[config.mk]
export PLATFORM = sky130hd
export DESIGN_NAME = sr_latch_write_encoder
export DESIGN_NICKNAME = d
export VERILOG_FILES = /design/src/rtl/sr_latch_write_encoder.sv
export SDC_FILE = /design/constraint.sdc
export NUM_CORES = 1
export LEC_CHECK = 0
export ABC_CLOCK_PERIOD_IN_PS = 2900
export BUFFER_PORTS_ARGS = -buffer_cell sky130_fd_sc_hd__buf_2
export CAP_MARGIN = 20
export CORE_UTILIZATION = 56
export CTS_CLUSTER_SIZE = 40
export DETAILED_ROUTE_END_ITERATION = 10
export PLACE_DENSITY = 0.77
export SYNTH_ARGS = -nofsm -noshare
export SYNTH_HDL_FRONTEND = slang
export SYNTH_SLANG_ARGS = --single-unit
[constraint.sdc]
create_clock -name i_clk -period 2.9 [get_ports i_clk]
set_input_delay 0.435 -clock i_clk [delete_from_list [all_inputs] [get_ports i_clk]]
set_output_delay 0.435 -clock i_clk [all_outputs]
set_load 0.005 [all_outputs]
[src/rtl/sr_latch_write_encoder.sv]
// Write-side driver for a gated set/reset storage cell: queues single-bit writes
// and turns each into a setup / enable-pulse / hold sequence on D, S and En.
module sr_latch_write_encoder #(
    parameter int FIFO_DEPTH = 4,
    parameter int SETUP_CYC  = 1,
    parameter int PULSE_CYC  = 2,
    parameter int HOLD_CYC   = 1
) (
    input  logic                          i_clk,
    input  logic                          i_srst,
    input  logic                          i_req_valid,
    input  logic                          i_req_bit,
    output logic                          o_req_ready,
    output logic                          o_d,
    output logic                          o_s,
    output logic                          o_en,
    output logic                          o_busy,
    output logic                          o_done,
    output logic                          o_q_model,
    output logic [$clog2(FIFO_DEPTH):0]   o_level
);

    localparam int PTR_W   = $clog2(FIFO_DEPTH);
    localparam int LVL_W   = PTR_W + 1;
    localparam int MAX_A   = (SETUP_CYC > PULSE_CYC) ? SETUP_CYC : PULSE_CYC;
    localparam int CNT_MAX = (MAX_A > HOLD_CYC) ? MAX_A : HOLD_CYC;
    localparam int CNT_W   = $clog2(CNT_MAX + 1);

    typedef enum logic [1:0] {
        ST_IDLE  = 2'd0,
        ST_SETUP = 2'd1,
        ST_PULSE = 2'd2,
        ST_HOLD  = 2'd3
    } state_t;

    // ------------------------------------------------------------------
    // Request FIFO
    // ------------------------------------------------------------------
    logic                  r_mem [FIFO_DEPTH];
    logic [PTR_W-1:0]      r_wr_ptr;
    logic [PTR_W-1:0]      r_rd_ptr;
    logic [LVL_W-1:0]      r_level;
    logic [LVL_W-1:0]      w_level_next;
    logic                  r_ready;
    logic                  w_push;
    logic                  w_pop;
    logic [FIFO_DEPTH-1:0] w_wr_sel;

    state_t                r_state;
    logic [CNT_W-1:0]      r_cnt;
    logic                  r_bit;
    logic                  r_d;
    logic                  r_s;
    logic                  r_en;
    logic                  r_busy;
    logic                  r_done;
    logic                  r_q_model;

    assign w_push = i_req_valid && r_ready;
    // The FSM only dequeues from IDLE, and only entries already stored before this edge.
    assign w_pop  = (r_state == ST_IDLE) && (r_level != '0);

    genvar gi;
    generate
        for (gi = 0; gi < FIFO_DEPTH; gi++) begin : g_wr_sel
            assign w_wr_sel[gi] = w_push && (r_wr_ptr == PTR_W'(gi));
        end
    endgenerate

    always_ff @(posedge i_clk) begin
        for (int i = 0; i < FIFO_DEPTH; i++) begin
            if (w_wr_sel[i]) begin
                r_mem[i] <= i_req_bit;
            end
        end
    end

    always_comb begin
        w_level_next = r_level;
        case ({w_push, w_pop})
            2'b10:   w_level_next = r_level + 1'b1;
            2'b01:   w_level_next = r_level - 1'b1;
            default: w_level_next = r_level;
        endcase
    end

    always_ff @(posedge i_clk) begin
        if (i_srst) begin
            r_wr_ptr <= '0;
            r_rd_ptr <= '0;
            r_level  <= '0;
            r_ready  <= 1'b1;
        end else begin
            if (w_push) begin
                r_wr_ptr <= r_wr_ptr + 1'b1;
            end
            if (w_pop) begin
                r_rd_ptr <= r_rd_ptr + 1'b1;
            end
            r_level <= w_level_next;
            r_ready <= (w_level_next < LVL_W'(FIFO_DEPTH));
        end
    end

    // ------------------------------------------------------------------
    // Pulse sequencer: each phase is timed by a down-counter loaded with N-1
    // ------------------------------------------------------------------
    always_ff @(posedge i_clk) begin
        if (i_srst) begin
            r_state   <= ST_IDLE;
            r_cnt     <= '0;
            r_bit     <= 1'b0;
            r_d       <= 1'b0;
            r_s       <= 1'b0;
            r_en      <= 1'b0;
            r_busy    <= 1'b0;
            r_done    <= 1'b0;
            r_q_model <= 1'b0;
        end else begin
            r_done <= 1'b0;
            case (r_state)
                ST_IDLE: begin
                    if (w_pop) begin
                        r_bit   <= r_mem[r_rd_ptr];
                        r_d     <= ~r_mem[r_rd_ptr];
                        r_s     <= r_mem[r_rd_ptr];
                        r_en    <= 1'b0;
                        r_busy  <= 1'b1;
                        r_cnt   <= CNT_W'(SETUP_CYC - 1);
                        r_state <= ST_SETUP;
                    end
                end
                ST_SETUP: begin
                    if (r_cnt == '0) begin
                        r_en    <= 1'b1;
                        r_cnt   <= CNT_W'(PULSE_CYC - 1);
                        r_state <= ST_PULSE;
                    end else begin
                        r_cnt <= r_cnt - 1'b1;
                    end
                end
                ST_PULSE: begin
                    if (r_cnt == '0) begin
                        r_en    <= 1'b0;
                        r_cnt   <= CNT_W'(HOLD_CYC - 1);
                        r_state <= ST_HOLD;
                    end else begin
                        r_cnt <= r_cnt - 1'b1;
                    end
                end
                ST_HOLD: begin
                    if (r_cnt == '0) begin
                        // Release both drives while reporting completion, forcing an all-low cycle.
                        r_d       <= 1'b0;
                        r_s       <= 1'b0;
                        r_busy    <= 1'b0;
                        r_done    <= 1'b1;
                        r_q_model <= r_bit;
                        r_state   <= ST_IDLE;
                    end else begin
                        r_cnt <= r_cnt - 1'b1;
                    end
                end
                default: begin
                    r_state <= ST_IDLE;
                    r_d     <= 1'b0;
                    r_s     <= 1'b0;
                    r_en    <= 1'b0;
                    r_busy  <= 1'b0;
                end
            endcase
        end
    end

    assign o_req_ready = r_ready;
    assign o_d         = r_d;
    assign o_s         = r_s;
    assign o_en        = r_en;
    assign o_busy      = r_busy;
    assign o_done      = r_done;
    assign o_q_model   = r_q_model;
    assign o_level     = r_level;

endmodule

==> results of run 1 <==
## how the worst max path moves through the flow
stage	depth (start not counted)	from	end
floorplan	10	r_state[0]	o_req_ready
global placement	10	r_state[0]	o_req_ready
detailed placement	10	r_state[0]	o_req_ready
CTS	10	r_state[0]	o_req_ready
global route	10	r_state[0]	o_req_ready
finish	10	r_state[0]	o_req_ready
## cells by family (layout without fill, tap and decap cells)
logic type / count (synthesis) / after routing
AOI/OAI and AO/OA: 18 / 18
xor gates and xnor gates: 6 / 6
DFF: 25 / 25
and+or+nand+nor: 41 / 41
muxes: 3 / 3
buffers and inverters: 12 / 25
adders and majority gates: 14 / 14
## cells in the mapped netlist, drive strengths merged, types with 2 or more instances
cell type and number:
nand2 10, inv 8, edfxtp 4, mux2i 2
nand2b 2, clkbuf 4, dfxtp 21, xor2 2
a221oi 2, xnor2 4, ha 13, and3 4
a21oi 7, nor2 17, nand3 3
## per-stage QoR
stage               worst slack (ns)  hold WS, ns   util  cells
finish                         0.405        0.329  0.649    159
global route                   0.271        0.313  0.649    159
CTS                            0.401        0.321  0.649    159
detailed placement             0.426        0.444  0.635    155
global placement               0.521        0.442  0.635    155
floorplan                      0.608        0.437      -    119
## cell type report
cell class / instances / share of cell area
Clock buffer: 3 / 0.0173
Tap cell: 27 / 0.0260
Clock inverter: 1 / 0.00385
Multi-Input combinational cell: 82 / 0.463
Timing Repair Buffer: 13 / 0.0501
Inverter: 8 / 0.0231
Sequential cell: 25 / 0.416
## routing by layer
layer  share of wire  up-vias  wire [um]
met4               0        0          0
met5               0        -          0
met1            0.50      380        977
met3           0.052        0        101
li1                -      430          -
met2            0.45       18        872
## report_power, final
group,leakage (nW),internal [W],switching [W]
registers,0.209,0.000438,0.0000640
logic,0.353,0.000212,0.000244
clock network,0.0177,0.0000516,0.0000985
total,0.580,0.000702,0.000406
==> metrics.csv, run 1 <==
stage,metric,value,unit
setup_path,CP max stage cell,dfxtp_1,
clock_network,Sink Count,25,
layout,Post-Layout Inst Area,1300,sq um
logic_synthesis,"FF+latch count, synth",25,
floorplanning,core area,2000,sq um
setup_path,worst r2r dst,o_req_ready,
setup_path,Worst R2R Start,r_state[0],
sta,final setup TNS,0,ns
layout,"commonest cells after routing, fill and taps aside","dfxtp_1 (21), nor2_1 (17), ha_1 (13), buf_2 (13), nand2_1 (10)",
sta,worst-margin pin slew,0.423,ns
sta,Fmax achieved,401,MHz
floorplanning,Initial Util,0.608,
clock_network,Resize count post-CTS,0,
clock_network,Bufs on Longest Clock Path,2,
setup_path,Critical Path End Type,register,
drt,"wirelength, routed",1.95,mm
power_and_ir_drop,maximum vdd drop,0.000650,V
global_route,antenna violations before repair,0,
logic_synthesis,Mapped Avg Cell Area,10.2,sq um
sta,fin crit period,2.50,ns
clock_network,worst skew pair latency,0.31,ns
setup_path,r2r setup slk,0.40,ns
hold_path,Min-Delay Path Depth,1,
global_route,GRT Residual Overflow,0,
place,Port Buf Inserts,13,
logic_synthesis,Syn Inst Count,119,
logic_synthesis,Synth cell types,33,
floorplanning,Die W,48.6,um
global_route,global route hottest layer,met2,
drt,vias per cell,5.21,
clock_network,CTS tree,done,
floorplanning,chip height,48.6,um
status,outcome,completed,
logic_synthesis,top_reg_cell synth,dfxtp_1,
setup_path,R2R depth,10,
floorplanning,row count,16,
layout,area grow syn2layout,6.68,%
sta,Fin Clk Skew,0.00631,ns
drt,DR vias,828,
sta,RSZ-0062 raised after global routing,false,
global_route,met3 GRT Util,0.0723,
hold_path,Hold Path Class,in -> reg,
drt,Antenna Nets Post-Route,0,
setup_path,Critical Path Max Stage Delay,0.40,ns
setup_path,Crit path buffers/inverters,2,
setup_path,maximum fanout along the worst path,6,
logic_synthesis,Yosys warning count,0,
setup_path,CP top delay family,adder cells,
power_and_ir_drop,Pleak,0.580,nW
logic_synthesis,ys async rst share,0,
global_route,All-Layer GR Usage,0.178,
logic_synthesis,Post-Synth Adder-Cell Area,0.150,
sta,Final Hold Vio Count,0,
power_and_ir_drop,P per Cell Area,853,nW/um^2
setup_path,Crit Path Category,reg -> reg,
global_route,global-route wire length before repair,3.22,mm
setup_path,cells along the critical path,"inv_1, ha_1, o31ai_1, inv_1, ha_1, fa_1, xnor2_1, nor2_1, xnor2_1, or2_2",
layout,diodes inserted,0,
global_route,met2 usage,0.282,
logic_synthesis,mux cell area share after synthesis,0.0349,
clock_network,total CTS buffers,3,
floorplanning,die area,2360,sq um
logic_synthesis,synthesized area,1220,sq um
global_route,vias in the first global route,702,
logic_synthesis,"EDFF count, synth",4,
setup_path,CP startpoint kind,register,
clock_network,clock-pin slew on the worst setup and hold paths,0.13,ns
logic_synthesis,largest family of logic cells by synthesized area,simple AND/OR/NAND/NOR gates,
drt,initial drt markers,17,
layout,fillers,170,
drt,Pre-antenna DRT Iters,4,
place,Area after DPL,1270,sq um
sta,relative slew slack,0.715,
floorplanning,# IOs,14,
logic_synthesis,Synth Area in XOR/XNOR,0.0432,
sta,Final Max Tran Viols,0,
hold_path,hold worst-path end,r_mem[3],
logic_synthesis,complex-gate fraction of the synthesized area,0.103,
drt,drt wl/cell,12.3,um
logic_synthesis,Synth top area share,0.345,
layout,nets,151,
logic_synthesis,Mapped Nets,137,
sta,final setup fails,0,
layout,Reg area,541,sq um
clock_network,number of H-tree levels,1,
clock_network,CTS root buf,clkbuf_4,
layout,proportion of layout cells with a drive suffix above 1,0.182,
logic_synthesis,sequential share of the synthesized area,0.444,
setup_path,Worst EP arrival,2.71,ns
global_route,met1 Use GR,0.238,
logic_synthesis,"area leader, netlist",dfxtp_1,
clock_network,Setup Buffers After CTS,0,
power_and_ir_drop,Final Power,0.00111,W
layout,Multi-input gate area,602,sq um
place,post-DP HPWL,1.45,mm
setup_path,"Req. time, crit path",3.12,ns
layout,"commonest non-fill, non-tap cell in the layout",dfxtp_1,
hold_path,Worst Hold Launch,i_req_bit,
logic_synthesis,Synth area leaders,"dfxtp_1 (35%), ha_1 (13%), edfxtp_1 (9.9%), nor2_1 (5.2%), clkbuf_8 (3.4%)",
sta,Tcrit/Tclk final,0.860,
global_route,largest net degree at the start of global routing,21,
drt,Remaining DRCs,0,
clock_network,CTS Hold Bufs,0,
job,max_cap viols,0,
place,Placer Congestion,0.718,
logic_synthesis,simple-gate area share of the yosys netlist,0.163,
Note: power is estimated with default switching activity, not from simulation.
==> inputs of run 2 (changes only) <==
- CORE_UTILIZATION: 56 -> 40
- PLACE_DENSITY: 0.77 -> default
- REMOVE_ABC_BUFFERS: default -> 1
==> metrics.csv, run 2 (same netlist as run 1, synthesis figures left out) <==
stage,metric,value,unit
status,outcome,completed,
global_route,All-Layer GR Usage,0.129,
power_and_ir_drop,P_int,0.000704,W
drt,Pre-antenna DRT Iters,4,
layout,diodes inserted,0,
place,Port Buf Inserts,13,
layout,area grow syn2layout,7.30,%
clock_network,CTS root buf,clkbuf_4,
layout,proportion of layout cells with a drive suffix above 1,0.182,
global_route,global-route wire length before repair,3.26,mm
hold_path,Hold Path Class,in -> reg,
power_and_ir_drop,Sw Ratio,0.366,
global_route,met1 Use GR,0.181,
sta,relative slew slack,0.667,
setup_path,CP startpoint kind,register,
clock_network,clock-pin slew on the worst setup and hold paths,0.13,ns
power_and_ir_drop,Clk pwr share,0.140,
setup_path,CP top delay family,adder cells,
place,placed insts,159,
power_and_ir_drop,P per Cell Area,849,nW/um^2
clock_network,number of H-tree levels,1,
clock_network,Bufs on Longest Clock Path,2,
clock_network,Resize count post-CTS,0,
clock_network,CTS tree,done,
layout,nets,151,
setup_path,worst r2r dst,o_req_ready,
power_and_ir_drop,switching power total,0.000406,W
place,post-DP HPWL,1.47,mm
sta,Final Hold Vio Count,0,
setup_path,r2r setup slk,0.38,ns
power_and_ir_drop,Reg power frac,0.453,
sta,fin crit period,2.52,ns
power_and_ir_drop,maximum vdd drop,0.000405,V
setup_path,cells along the critical path,"inv_1, ha_1, o31ai_1, inv_1, ha_1, fa_1, xnor2_1, nor2_1, xnor2_1, or2_2",
hold_path,Min-Delay Path Depth,1,
sta,Final Max Tran Viols,0,
sta,final setup fails,0,
drt,DR vias,833,
sta,Tcrit/Tclk final,0.868,
floorplanning,row count,19,
clock_network,Sink Count,25,
floorplanning,core area,2830,sq um
layout,"commonest cells after routing, fill and taps aside","dfxtp_1 (21), nor2_1 (17), ha_1 (13), buf_2 (13), nand2_1 (10)",
drt,drt wl/cell,11.7,um
power_and_ir_drop,Pleak,0.576,nW
setup_path,Crit path buffers/inverters,2,
layout,Final Non-Filler Cells,163,
hold_path,hold worst-path end,r_mem[0],
layout,Post-Layout Inst Area,1310,sq um
place,Area after DPL,1280,sq um
global_route,met2 usage,0.200,
setup_path,maximum fanout along the worst path,6,
floorplanning,Die W,57.2,um
setup_path,CP max stage cell,dfxtp_1,
global_route,global route hottest layer,met2,
setup_path,"Req. time, crit path",3.11,ns
setup_path,Critical Path Max Stage Delay,0.41,ns
global_route,vias in the first global route,743,
global_route,largest net degree at the start of global routing,21,
sta,final setup TNS,0,ns
sta,worst-margin pin slew,0.495,ns
setup_path,Crit Path Category,reg -> reg,
clock_network,total CTS buffers,3,
setup_path,Critical Path End Type,register,
global_route,GRT Residual Overflow,0,
sta,Fin Clk Skew,0.00991,ns
drt,initial drt markers,35,
power_and_ir_drop,Comb pwr share,0.407,
floorplanning,Initial Util,0.430,
drt,vias per cell,5.11,
layout,"commonest non-fill, non-tap cell in the layout",dfxtp_1,
drt,"wirelength, routed",1.91,mm
hold_path,Worst Hold Launch,i_req_bit,
job,max_cap viols,0,
floorplanning,die area,3270,sq um
drt,Antenna Nets Post-Route,0,
clock_network,Setup Buffers After CTS,0,
place,Placer Congestion,0.774,
setup_path,R2R depth,10,
drt,Remaining DRCs,0,
setup_path,Worst EP arrival,2.73,ns
clock_network,CTS Hold Bufs,0,
floorplanning,chip height,57.2,um
sta,Fmax achieved,397,MHz
clock_network,worst skew pair latency,0.32,ns
power_and_ir_drop,Final Power,0.00111,W
global_route,met3 GRT Util,0.0272,
global_route,antenna violations before repair,0,
sta,RSZ-0062 raised after global routing,false,
floorplanning,# IOs,14,
setup_path,Worst R2R Start,r_state[0],
run 2: how the worst max path moves through the flow:
| stage | startpoint | end | slack, ns | depth (start not counted) |
|---|---|---|---|---|
| global placement | r_state[0] | o_req_ready | 0.51 | 10 |
| CTS | r_state[0] | o_req_ready | 0.37 | 10 |
| detailed placement | r_state[0] | o_req_ready | 0.39 | 10 |
| global route | r_state[0] | o_req_ready | 0.22 | 10 |
| finish | r_state[0] | o_req_ready | 0.38 | 10 |
| floorplan | r_state[0] | o_req_ready | 0.61 | 10 |
run 2: metal layers:
layer | vias to the layer above | share of wire
met4 | 0 | 0.0089
met5 | - | 0
met2 | 18 | 0.44
met3 | 2 | 0.039
met1 | 383 | 0.51
li1 | 430 | -
run 2: layout make-up:
| type | instances | area (sq um) |
|---|---|---|
| Multi-Input combinational cell | 82 | 602 |
| Timing Repair Buffer | 13 | 65.1 |
| Tap cell | 31 | 38.8 |
| Fill cell | 293 | 1520 |
| Clock buffer | 3 | 22.5 |
| Inverter | 8 | 30.0 |
| Sequential cell | 25 | 541 |
| Clock inverter | 1 | 7.51 |
run 2: stage by stage:
step / utilization / setup WS [ns] / hold WS [ns]
final: 0.462 / 0.383 / 0.334
after global routing: 0.462 / 0.221 / 0.311
after CTS: 0.462 / 0.367 / 0.319
after detailed placement: 0.451 / 0.388 / 0.448
after global placement: 0.451 / 0.512 / 0.443
after floorplan: - / 0.608 / 0.431
run 2: power by group through the flow:
stage | clock [W] | combinational (W) | sequential, W
finish | 0.000156 | 0.000451 | 0.000503
global route | 0.000180 | 0.000510 | 0.000515
CTS | 0.000164 | 0.000455 | 0.000504
detailed placement | 0 | 0.000451 | 0.000512
global placement | 0 | 0.000444 | 0.000507
floorplan | 0 | 0.000340 | 0.000503
run 2: worst register-to-register path: cells and delay by family (launching register included):
kind	cells	cell delay (ns)
adders and majority gates	3	0.91
DFF	1	0.41
and+or+nand+nor	2	0.34
xor gates and xnor gates	2	0.31
buffers and inverters	2	0.28
AOI/OAI and AO/OA	1	0.17
==> inputs of run 3 (changes only) <==
- ABC_AREA: default -> 1
- GPL_ROUTABILITY_DRIVEN: default -> 0
==> metrics.csv, run 3 <==
stage,metric,value,unit
status,outcome,completed,
job,max_cap viols,0,
setup_path,Worst EP arrival,2.45,ns
power_and_ir_drop,P per Cell Area,923,nW/um^2
floorplanning,chip height,57.7,um
sta,RSZ-0062 raised after global routing,false,
place,Area after DPL,1340,sq um
setup_path,Crit Path Category,reg -> reg,
clock_network,CTS Hold Bufs,0,
clock_network,number of H-tree levels,1,
global_route,vias in the first global route,888,
setup_path,r2r setup slk,0.66,ns
floorplanning,die area,3330,sq um
sta,final setup TNS,0,ns
drt,initial drt markers,20,
logic_synthesis,"EDFF count, synth",4,
clock_network,worst skew pair latency,0.31,ns
logic_synthesis,Syn Inst Count,152,
setup_path,CP startpoint kind,register,
drt,"wirelength, routed",2.09,mm
global_route,antenna violations before repair,0,
setup_path,Critical Path End Type,register,
drt,WL met1,1.04,mm
logic_synthesis,Yosys warning count,0,
drt,DR WL met2,968,um
clock_network,clock-pin slew on the worst setup and hold paths,0.12,ns
sta,worst-margin pin slew,0.310,ns
floorplanning,row count,19,
sta,fin crit period,2.24,ns
layout,nets,187,
drt,metal3 WL,66,um
sta,Final Hold Vio Count,0,
sta,Tcrit/Tclk final,0.772,
setup_path,R2R depth,11,
layout,diodes inserted,0,
global_route,GRT Residual Overflow,0,
drt,vias per cell,4.67,
logic_synthesis,ys async rst share,0,
logic_synthesis,"area leader, netlist",dfxtp_1,
layout,fillers,296,
floorplanning,core area,2850,sq um
clock_network,CTS tree,done,
clock_network,CTS root buf,clkbuf_4,
setup_path,Worst R2R Start,r_state[0],
drt,Pre-antenna DRT Iters,4,
drt,Remaining DRCs,0,
sta,Fmax achieved,446,MHz
clock_network,Bufs on Longest Clock Path,2,
layout,area grow syn2layout,10.1,%
logic_synthesis,Post-synth top cells,"nand2_1 (28), inv_1 (23), dfxtp_1 (21), nor2_1 (21)",
sta,final setup fails,0,
setup_path,CP Launch Point,r_state[0],
floorplanning,# IOs,14,
power_and_ir_drop,Pleak,0.654,nW
logic_synthesis,Mapped Avg Cell Area,8.16,sq um
layout,"commonest cells after routing, fill and taps aside","nand2_1 (28), inv_1 (23), nor2_1 (21), dfxtp_1 (21)",
logic_synthesis,sequential share of the synthesized area,0.436,
logic_synthesis,top_reg_cell synth,dfxtp_1,
setup_path,"Req. time, crit path",3.11,ns
clock_network,total CTS buffers,3,
sta,relative slew slack,0.793,
logic_synthesis,"FF+latch count, synth",25,
sta,Fin Clk Skew,0.00331,ns
logic_synthesis,Synth top area share,0.339,
place,post-DP HPWL,1.63,mm
floorplanning,Die W,57.7,um
logic_synthesis,synthesized area,1240,sq um
clock_network,Sink Count,25,
global_route,global-route wire length before repair,3.61,mm
floorplanning,Initial Util,0.435,
global_route,All-Layer GR Usage,0.140,
layout,proportion of layout cells with a drive suffix above 1,0.143,
clock_network,Resize count post-CTS,0,
place,Port Buf Inserts,13,
drt,Antenna Nets Post-Route,0,
layout,"commonest non-fill, non-tap cell in the layout",nand2_1,
drt,DR vias,930,
drt,top sig layer,met4,
clock_network,Setup Buffers After CTS,0,
logic_synthesis,most numerous cell in the Yosys netlist,nand2_1,
layout,Post-Layout Inst Area,1370,sq um
logic_synthesis,Synth area leaders,"dfxtp_1 (34%), ha_1 (13%), edfxtp_1 (9.7%), nand2_1 (8.5%), inv_1 (7.0%)",
global_route,largest net degree at the start of global routing,14,
setup_path,maximum fanout along the worst path,9,
sta,Final Max Tran Viols,0,
power_and_ir_drop,maximum vdd drop,0.000432,V
logic_synthesis,Synth cell types,21,
drt,drt wl/cell,10.5,um
hold_path,Hold Path Class,in -> reg,
run 3: cell count changes in the layout (fill, tap and decap cells not counted), moves of 4 or more:
| cell | previous run | this run |
|---|---|---|
| nand2_1 | 10 | 28 |
| inv_1 | 8 | 23 |
| o21ai_0 | 1 | 11 |
| a21oi_1 | 7 | 13 |
| and3_1 | 4 | 0 |
| nor2_1 | 17 | 21 |
| xnor2_1 | 4 | 0 |
run 3: through the flow:
step           instances  worst slack, ns  hold slack (ns)  power [W]  utilization
6_report             199            0.660            0.333    0.00126        0.479
5_1_grt              199            0.344            0.317    0.00140        0.479
4_1_cts              199            0.642            0.321    0.00128        0.479
3_5_place_dp         195            0.672            0.461    0.00112        0.469
3_3_place_gp         195            0.787            0.453    0.00110        0.469
2_1_floorplan        151            0.872            0.454   0.000975            -
run 3: logic make-up after synthesis:
logic type      count (synthesis)  synth area share
compound gates                 29             0.136
xor+xnor                        1           0.00706
fa+ha+maj                      14             0.147
buf+inv                        24            0.0737
flops                          25             0.436
simple gates                   59             0.200
run 3: final cells by class:
type	instances	area (sq um)	area share
tap	31	38.8	0.0284
clock buffer	4	26.3	0.0192
multi-input combinational	103	608	0.445
timing repair buffer	13	65.1	0.0477
inverter	23	86.3	0.0632
sequential	25	541	0.396
run 3: worst max-delay path, stage by stage, from the launching register on:
cell	delay, ns
dfxtp_1	0.42
inv_1	0.10
ha_1	0.27
a21boi_4	0.20
ha_1	0.25
fa_1	0.39
nand2_1	0.07
nand2_1	0.05
nor2_1	0.11
inv_1	0.05
o21ai_0	0.20
inv_1	0.06
run 3: worst min path at each step:
stage,start,to,slack (ns),cells after the start
4_1_cts,i_req_bit,r_mem[0],0.32,1
3_3_place_gp,o_s,o_s,0.45,2
3_5_place_dp,o_s,o_s,0.46,2
5_1_grt,i_req_bit,r_mem[0],0.32,1
6_report,i_req_bit,r_mem[0],0.33,1
2_1_floorplan,o_s,o_s,0.45,2
run 3: report_power, final:
part           switching, W  internal (W)
clock             0.0000964     0.0000536
combinational      0.000353      0.000229
sequential        0.0000752      0.000453
run 3: per-layer routing:
metal | GRT usage | vias up
met4 | 0.0306 | 0
met3 | 0.0268 | 2
li1 | - | 511
met5 | 0 | -
met2 | 0.246 | 13
met1 | 0.180 | 404
